`src/rtl/fetch_queue_stage_pkg.sv`:
```
// -----------------------------------------------------------------------------
// fetch_pkg
// Shared definitions for the instruction-fetch front end: word geometry, the
// queue entry format {instr, pcplus4}, the default reset PC and a word-align
// helper used on redirect targets.
// -----------------------------------------------------------------------------
package fetch_pkg;

  localparam int WORD_W      = 32;
  localparam int INSTR_BYTES = 4;

  localparam logic [WORD_W-1:0] RESET_PC_DEFAULT = 32'h0000_0000;

  typedef struct packed {
    logic [WORD_W-1:0] instr;
    logic [WORD_W-1:0] pcplus4;
  } fetch_entry_t;

  // Clear the byte-offset bits so every fetch address is word aligned.
  function automatic logic [WORD_W-1:0] word_align(input logic [WORD_W-1:0] addr);
    return addr & ~WORD_W'(INSTR_BYTES - 1);
  endfunction

endpackage

```
`src/rtl/fetch_queue_stage_if.sv`:
```
// -----------------------------------------------------------------------------
// fetch_queue_stage_if
// Bundles the fetch stage's external traffic: the MEM-stage redirect, the
// instruction-memory port and the valid/ready output towards IF/ID.
//   master : the fetch stage (drives imem_req/imem_addr and out_*)
//   slave  : the environment (memory, MEM-stage redirect, IF/ID register)
// -----------------------------------------------------------------------------
interface fetch_queue_stage_if;

  logic        redirect;
  logic [31:0] redirect_pc;
  logic        imem_req;
  logic [31:0] imem_addr;
  logic [31:0] imem_data;
  logic        out_valid;
  logic        out_ready;
  logic [31:0] out_instr;
  logic [31:0] out_pcplus4;

  modport master (
    input  redirect, redirect_pc, imem_data, out_ready,
    output imem_req, imem_addr, out_valid, out_instr, out_pcplus4
  );

  modport slave (
    output redirect, redirect_pc, imem_data, out_ready,
    input  imem_req, imem_addr, out_valid, out_instr, out_pcplus4
  );

endinterface

```
`src/rtl/fetch_queue_stage_fifo.sv`:
```
// -----------------------------------------------------------------------------
// fetch_fifo
// Synchronous FIFO of fetch_entry_t. Flush has priority over push/pop.
// Ports:
//   clk, reset       : clock, synchronous active-high reset
//   push, push_data  : write an entry (caller guarantees not full)
//   pop              : retire the head (caller guarantees not empty)
//   flush            : discard all entries at the next edge
//   head             : current head entry (contents undefined when empty)
//   count, empty     : occupancy 0..DEPTH
// DEPTH must be a power of two so the pointers wrap naturally.
// -----------------------------------------------------------------------------
module fetch_fifo
  import fetch_pkg::*;
#(
  parameter int DEPTH = 4
) (
  input  logic                         clk,
  input  logic                         reset,
  input  logic                         push,
  input  logic                         pop,
  input  logic                         flush,
  input  fetch_entry_t                 push_data,
  output fetch_entry_t                 head,
  output logic [$clog2(DEPTH+1)-1:0]   count,
  output logic                         empty
);

  localparam int PTR_W = $clog2(DEPTH);
  localparam int CNT_W = $clog2(DEPTH + 1);

  fetch_entry_t     mem_q [DEPTH];
  logic [PTR_W-1:0] wr_ptr_q, wr_ptr_d;
  logic [PTR_W-1:0] rd_ptr_q, rd_ptr_d;
  logic [CNT_W-1:0] count_q,  count_d;

  always_comb begin
    // NOTE: defaults first so no path leaves a variable unassigned (no latch inferred).
    wr_ptr_d = wr_ptr_q;
    rd_ptr_d = rd_ptr_q;
    count_d  = count_q;
    if (flush) begin
      wr_ptr_d = '0;
      rd_ptr_d = '0;
      count_d  = '0;
    end else begin
      if (push) wr_ptr_d = wr_ptr_q + PTR_W'(1);
      if (pop)  rd_ptr_d = rd_ptr_q + PTR_W'(1);
      case ({push, pop})
        2'b10:   count_d = count_q + CNT_W'(1);
        2'b01:   count_d = count_q - CNT_W'(1);
        default: ;
      endcase
    end
  end

  always_ff @(posedge clk) begin
    // NOTE: non-blocking assignments so every flop samples pre-edge values.
    if (reset) begin
      wr_ptr_q <= '0;
      rd_ptr_q <= '0;
      count_q  <= '0;
    end else begin
      wr_ptr_q <= wr_ptr_d;
      rd_ptr_q <= rd_ptr_d;
      count_q  <= count_d;
    end
  end

  // NOTE: storage is intentionally not reset; count gates every use of head.
  always_ff @(posedge clk) begin
    if (push && !flush) mem_q[wr_ptr_q] <= push_data;
  end

  assign head  = mem_q[rd_ptr_q];
  assign count = count_q;
  assign empty = (count_q == '0);

endmodule

```
`src/rtl/fetch_queue_stage.sv`:
```
// -----------------------------------------------------------------------------
// fetch_queue_stage
// Instruction-fetch front end: owns the PC, issues one-cycle-latency word reads,
// queues {instr, pcplus4} and hands them to IF/ID over valid/ready. A redirect
// from MEM flushes the queue and the in-flight response and refetches from the
// target in the same cycle.
// Ports:
//   clk   : clock
//   reset : synchronous, active-high
//   bus   : fetch_queue_stage_if.master (redirect, imem_*, out_*)
// Build option: define FETCH_BYPASS_EN to let a response reach the outputs
// combinationally when the queue is empty (1-cycle fetch latency).
// -----------------------------------------------------------------------------
module fetch_queue_stage
  import fetch_pkg::*;
#(
  parameter int                DEPTH    = 4,
  parameter logic [WORD_W-1:0] RESET_PC = RESET_PC_DEFAULT
) (
  input  logic                 clk,
  input  logic                 reset,
  fetch_queue_stage_if.master  bus
);

  localparam int CNT_W = $clog2(DEPTH + 1);

  logic [WORD_W-1:0] pc_q,   pc_d;
  logic [WORD_W-1:0] addr_q, addr_d;      // address of the request in flight
  logic              inflight_q, inflight_d;
  logic              discard_q,  discard_d;

  logic              resp_valid, inflight_kept, bypass_hit;
  logic              fifo_push, fifo_pop, fifo_empty;
  logic [CNT_W-1:0]  fifo_count;
  fetch_entry_t      resp_entry, head_entry, out_entry;
  logic              imem_req_c;
  logic [WORD_W-1:0] imem_addr_c;
  int                credit_used;

  // A response is usable only if nothing since its issue has invalidated it.
  assign inflight_kept = inflight_q && !discard_q && !bus.redirect;
  assign resp_valid    = inflight_kept && !reset;
  assign resp_entry    = '{instr: bus.imem_data, pcplus4: addr_q + WORD_W'(INSTR_BYTES)};

`ifdef FETCH_BYPASS_EN
  assign bypass_hit = resp_valid && fifo_empty;
`else
  assign bypass_hit = 1'b0;
`endif

  // A redirect ignores any pop; a bypassed response consumed directly is never pushed.
  assign fifo_pop  = !fifo_empty && bus.out_ready && !bus.redirect && !reset;
  assign fifo_push = resp_valid && !(bypass_hit && bus.out_ready);

  always_comb begin
    // Credit: slots held after this cycle's pop plus the response still owed.
    credit_used = int'(fifo_count) - int'(fifo_pop) + int'(inflight_kept);
    // The redirect flushes the queue, so its request never needs a credit.
    imem_req_c  = !reset && (bus.redirect || (credit_used < DEPTH));
    if (reset)             imem_addr_c = RESET_PC;
    else if (bus.redirect) imem_addr_c = word_align(bus.redirect_pc);
    else                   imem_addr_c = pc_q;
  end

  always_comb begin
    pc_d       = pc_q;
    addr_d     = addr_q;
    inflight_d = imem_req_c;
    // Only needed if a redirect cycle ever failed to issue: the response of the
    // pre-redirect request would then arrive unguarded one cycle later.
    discard_d  = !reset && bus.redirect && !imem_req_c;
    if (reset) begin
      pc_d = RESET_PC;
    end else if (imem_req_c) begin
      pc_d   = imem_addr_c + WORD_W'(INSTR_BYTES);   // wraps modulo 2^32
      addr_d = imem_addr_c;
    end
  end

  always_ff @(posedge clk) begin
    if (reset) begin
      pc_q       <= RESET_PC;
      addr_q     <= RESET_PC;
      inflight_q <= 1'b0;
      discard_q  <= 1'b0;
    end else begin
      pc_q       <= pc_d;
      addr_q     <= addr_d;
      inflight_q <= inflight_d;
      discard_q  <= discard_d;
    end
  end

  fetch_fifo #(.DEPTH(DEPTH)) u_fifo (
    .clk       (clk),
    .reset     (reset),
    .push      (fifo_push),
    .pop       (fifo_pop),
    .flush     (bus.redirect),
    .push_data (resp_entry),
    .head      (head_entry),
    .count     (fifo_count),
    .empty     (fifo_empty)
  );

  always_comb begin
    if (reset)            out_entry = '0;
    else if (!fifo_empty) out_entry = head_entry;
    else if (bypass_hit)  out_entry = resp_entry;
    else                  out_entry = '0;
  end

  assign bus.imem_req    = imem_req_c;
  assign bus.imem_addr   = imem_addr_c;
  assign bus.out_valid   = !reset && (!fifo_empty || bypass_hit);
  assign bus.out_instr   = out_entry.instr;
  assign bus.out_pcplus4 = out_entry.pcplus4;

endmodule

```
`src/flat_wrapper.sv`:
```
// flat-port wrapper written by rule: the top's interface ports become plain ports
module fetch_queue_stage_flat import fetch_pkg::*;
#(
  parameter int                DEPTH    = 4,
  parameter logic [WORD_W-1:0] RESET_PC = RESET_PC_DEFAULT
)
  (clk, reset, bus_redirect, bus_redirect_pc, bus_imem_data, bus_out_ready, bus_imem_req, bus_imem_addr, bus_out_valid, bus_out_instr, bus_out_pcplus4);
  fetch_queue_stage_if bus_i ();
  input  logic clk;
  input  logic reset;
  input wire logic [$bits(bus_i.redirect)-1:0] bus_redirect;
  input wire logic [$bits(bus_i.redirect_pc)-1:0] bus_redirect_pc;
  input wire logic [$bits(bus_i.imem_data)-1:0] bus_imem_data;
  input wire logic [$bits(bus_i.out_ready)-1:0] bus_out_ready;
  output wire logic [$bits(bus_i.imem_req)-1:0] bus_imem_req;
  output wire logic [$bits(bus_i.imem_addr)-1:0] bus_imem_addr;
  output wire logic [$bits(bus_i.out_valid)-1:0] bus_out_valid;
  output wire logic [$bits(bus_i.out_instr)-1:0] bus_out_instr;
  output wire logic [$bits(bus_i.out_pcplus4)-1:0] bus_out_pcplus4;
  assign bus_i.redirect = bus_redirect;
  assign bus_i.redirect_pc = bus_redirect_pc;
  assign bus_i.imem_data = bus_imem_data;
  assign bus_i.out_ready = bus_out_ready;
  assign bus_imem_req = bus_i.imem_req;
  assign bus_imem_addr = bus_i.imem_addr;
  assign bus_out_valid = bus_i.out_valid;
  assign bus_out_instr = bus_i.out_instr;
  assign bus_out_pcplus4 = bus_i.out_pcplus4;
  fetch_queue_stage #(.DEPTH(DEPTH), .RESET_PC(RESET_PC)) u_core (.clk(clk), .reset(reset), .bus(bus_i));
endmodule
```
`config.mk`:
```
export PLATFORM = sky130hd
export DESIGN_NAME = fetch_queue_stage_flat
export DESIGN_NICKNAME = d
export VERILOG_FILES = /design/src/rtl/fetch_queue_stage_pkg.sv /design/src/rtl/fetch_queue_stage_if.sv /design/src/rtl/fetch_queue_stage_fifo.sv /design/src/rtl/fetch_queue_stage.sv /design/src/flat_wrapper.sv
export SDC_FILE = /design/constraint.sdc
export NUM_CORES = 1
export LEC_CHECK = 0
export CAP_MARGIN = 5
export CORE_AREA = 10 10 181 183
export DETAILED_ROUTE_END_ITERATION = 7
export DIE_AREA = 0 0 191 193
export PLACE_DENSITY = 0.72
export REMOVE_ABC_BUFFERS = 1
export SETUP_SLACK_MARGIN = 0.02
export SLEW_MARGIN = 10
export SYNTH_ARGS = -nofsm -noshare
export SYNTH_HDL_FRONTEND = slang
export SYNTH_HIERARCHICAL = 1
export SYNTH_SLANG_ARGS = --single-unit
```
`constraint.sdc`:
```
create_clock -name clk -period 10.98 [get_ports clk]
set_input_delay 2.196 -clock clk [delete_from_list [all_inputs] [get_ports clk]]
set_output_delay 2.196 -clock clk [all_outputs]
set_load 0.1 [all_outputs]
```
==> key figures <==
Logic synthesis
  • Mapped Area: 14400 um^2
  • Post-synth EDFFs: 256
  • Syn avg cell area: 14.9 um^2
  • #FFs+latches synth: 329
  • Post-synth top flop: edfxtp_1
  • Asr flop ratio synth: 0
  • Gate Count Post-Synth: 966
  • Count leader, synth: edfxtp_1
  • Area leader, netlist: edfxtp_1
  • Synth top cells by count: edfxtp_1 (256), nand2_1 (75), dfxtp_1 (73)
  • Synth area leaders: edfxtp_1 (53%), dfxtp_1 (10%), mux4_2 (9.4%)
  • Post-synthesis cell type count: 73
  • Yosys top cell area share: 0.534
  • Syn. warnings: 6
  • Seq/Total Area, Yosys: 0.635

CTS
  • CTS max path bufs: 3
  • Later-pin clock latency in the skew report: 0.51 ns
  • H-tree levels: 2
  • CTS Hold Bufs: 0
  • Total CTS buffers: 36
  • Clk sinks: 329
  • Number of setup buffers added after CTS: 0
  • Root Buffer: clkbuf_16
  • TritonCTS clock tree: done
  • Post_cts resized: 0
  • Clk slew on worst S/H paths: 0.06 ns

Placed design
  • GP Congestion: 0.807
  • Post-DP HPWL: 18500 um
  • Number of port buffers: 163

Routing
  • Wirelength per Cell: 19.3 um
  • DRC: 0
  • Drt initial violations: 539
  • DRT Pass-1 Iters: 4
  • Post-Route WL: 29700 um
  • Via-per-instance ratio: 5.45
  • Antenna viol nets, final: 0
  • Vias: 8377

Critical path
  • WP data arrival: 6.12 ns
  • Worst path bufs/invs: 3
  • Startpoint Class: input port
  • Kind of cell adding the most delay to the critical path: buffers and inverters
  • R2R setup slack: 6.93 ns
  • R2R depth: 10
  • Critical path type: in -> out
  • Reg2reg start: u_core/u_fifo/count[2]
  • CP peak stage delay: 0.99 ns
  • Critical path cell sequence: clkdlybuf4s50_1 > nor4b_1 > ha_1 > ha_1 > or4b_1 > a221oi_2 > buf_4 > nor2_1 > clkdlybuf4s50_1
  • Crit end category: output pin
  • Crit path max-delay cell type: clkdlybuf4s50_1
  • CP max FO: 14
  • FF-to-FF End: u_core/pc_q[31]
  • Worst path required time: 8.78 ns

Floorplanning
  • Die area: 36900 um^2
  • Ports: 166
  • Die Ht: 193 um
  • Row count: 63
  • Die width: 191 um
  • Core area: 29200 um^2
  • Starting density of the core: 0.492

Finish
  • Synthesis-to-finish area growth: 20.4%
  • Final Util: 0.593
  • # nets final: 1200
  • Antenna diodes: 0
  • Ratio of cells with drive above 1 in the final layout: 0.134
  • Fillers: 2273

Global route
  • GR Util All Layers: 0.159
  • Largest net degree at the start of global routing: 83
  • First-pass GRT wire length: 46400 um
  • Gr ovfl total: 0
  • Vias in the first global route: 8375
  • Initial antenna violation count: 0

STA
  • Worst Tran Pin Value: 1.03 ns
  • Final setup viols: 0
  • Max frequency: 120 MHz
  • WHS: 0.471 ns
  • RSZ-0062 raised after global routing: no
  • Final Slew Violations: 0
  • Final period util: 0.758
  • Fin Setup TNS: 0 ns
  • Layout Skew: 0.0255 ns
  • Final hold vios: 0
  • Rel. slew slack: 0.313
  • Tmin final: 8.32 ns

Power
  • Switch share: 0.217
  • Pwr Total: 2700 uW
  • PD cells: 156 nW/um^2
  • Pleak: 0.00579 uW
  • Pint: 2110 uW
  • Switching power: 586 uW
  • Clock network power share: 0.429
  • Logic pwr share: 0.064
  • Flop pwr share: 0.506
  • Peak VDD IR: 0.0000812 V

Outcome
  • Status: complete, no violations

Job
  • Max_cap viols: 0

Worst hold path
  • Worst hold path class: reg -> reg
  • Hold Path Sink: u_core/pc_q[3]
  • Hold Path Origin: u_core/pc_q[3]
  • Hold path depth: 2
registers in the layout (all words and copies together), names as in the netlist, named ones only:
register / count
u_core/pc_q: 32
u_core/inflight_q: 1
u_core/u_fifo/count: 3
u_core/discard_q: 1
u_core/u_fifo/wr_ptr_q: 2
u_core/u_fifo/mem_q: 256
u_core/u_fifo/rd_ptr_q: 2
u_core/addr_q: 30
cell type report:
class / count / area [um^2] / share of cell area
repair buffers: 169 / 1670 / 0.0962
clock inverters: 11 / 120 / 0.00693
flip-flops and latches: 329 / 9160 / 0.528
clock buffers: 52 / 1030 / 0.0595
well taps: 390 / 488 / 0.0282
multi-input cells: 569 / 4810 / 0.277
inverters: 17 / 63.8 / 0.00368
power by group through the flow:
| stage | Combinational [uW] | Sequential (uW) | Clock (uW) |
|---|---|---|---|
| after global routing | 186 | 1370 | 1240 |
| after detailed placement | 174 | 1390 | 0 |
| after CTS | 175 | 1370 | 1190 |
| final | 174 | 1370 | 1160 |
| after floorplan | 105 | 1390 | 0 |
| after global placement | 171 | 1390 | 0 |
worst register-to-register path, cell delays in order (launching register included):
cell and delay [ns]:
dfxtp_1 0.40, nor3_1 0.11, nor4b_1 0.74, ha_1 0.35, ha_1 0.19, xnor2_1 0.16, a221o_2 0.19, buf_4 0.62
nand3_2 0.34, nor4_1 0.47, mux2_1 0.36
kinds of logic (layout without fill, tap and decap cells):
logic type | Yosys count | after routing | share of synthesized area
flops | 329 | 329 | 0.635
simple gates | 319 | 319 | 0.120
mux | 103 | 103 | 0.129
compound gates | 92 | 92 | 0.0479
buf+inv | 68 | 249 | 0.0319
xor+xnor | 44 | 44 | 0.0268
fa+ha+maj | 10 | 10 | 0.00921
other cells | 1 | 1 | 0.000260
routing by layer:
metal  up-vias  GRT usage  part of all wire
met3        38     0.0356             0.062
met5         -          0                 0
met1      4115      0.215              0.45
li1       3994          -                 -
met4         0     0.0430             0.016
met2       230      0.255              0.47
placed cells by master, fill, tap and decap left out, types with 14 or more instances in the layout:
cell type / Yosys / layout
edfxtp_1: 256 / 256
clkdlybuf4s50_1: 0 / 161
nand2_1: 75 / 75
dfxtp_1: 73 / 71
and2_1: 70 / 66
nor2_1: 63 / 62
mux4_2: 60 / 60
clkbuf_16: 0 / 38
mux2i_1: 34 / 34
nand3_1: 28 / 28
xor2_1: 26 / 26
o21ai_0: 22 / 22
a21oi_1: 20 / 20
xnor2_1: 18 / 18
inv_1: 16 / 16
nor3_1: 15 / 15
nand4_1: 14 / 14
how the worst max path moves through the flow:
| stage | cells after the start | startpoint | end |
|---|---|---|---|
| CTS | 9 | bus_out_ready | bus_imem_req |
| detailed placement | 9 | bus_out_ready | bus_imem_req |
| global route | 9 | bus_out_ready | bus_imem_req |
| global placement | 9 | bus_out_ready | bus_imem_req |
| floorplan | 2 | reset | bus_out_instr[0] |
| finish | 9 | bus_out_ready | bus_imem_req |
through the flow:
step | cells | cell area, um^2 | setup WS (ns)
after floorplan | 915 | 14000 | 3.14
after CTS | 1537 | 17300 | 2.62
after global routing | 1537 | 17300 | 2.45
final | 1537 | 17300 | 2.66
after global placement | 1474 | 16200 | 2.68
after detailed placement | 1474 | 16200 | 2.65
Note: power is estimated with default switching activity, not from simulation.
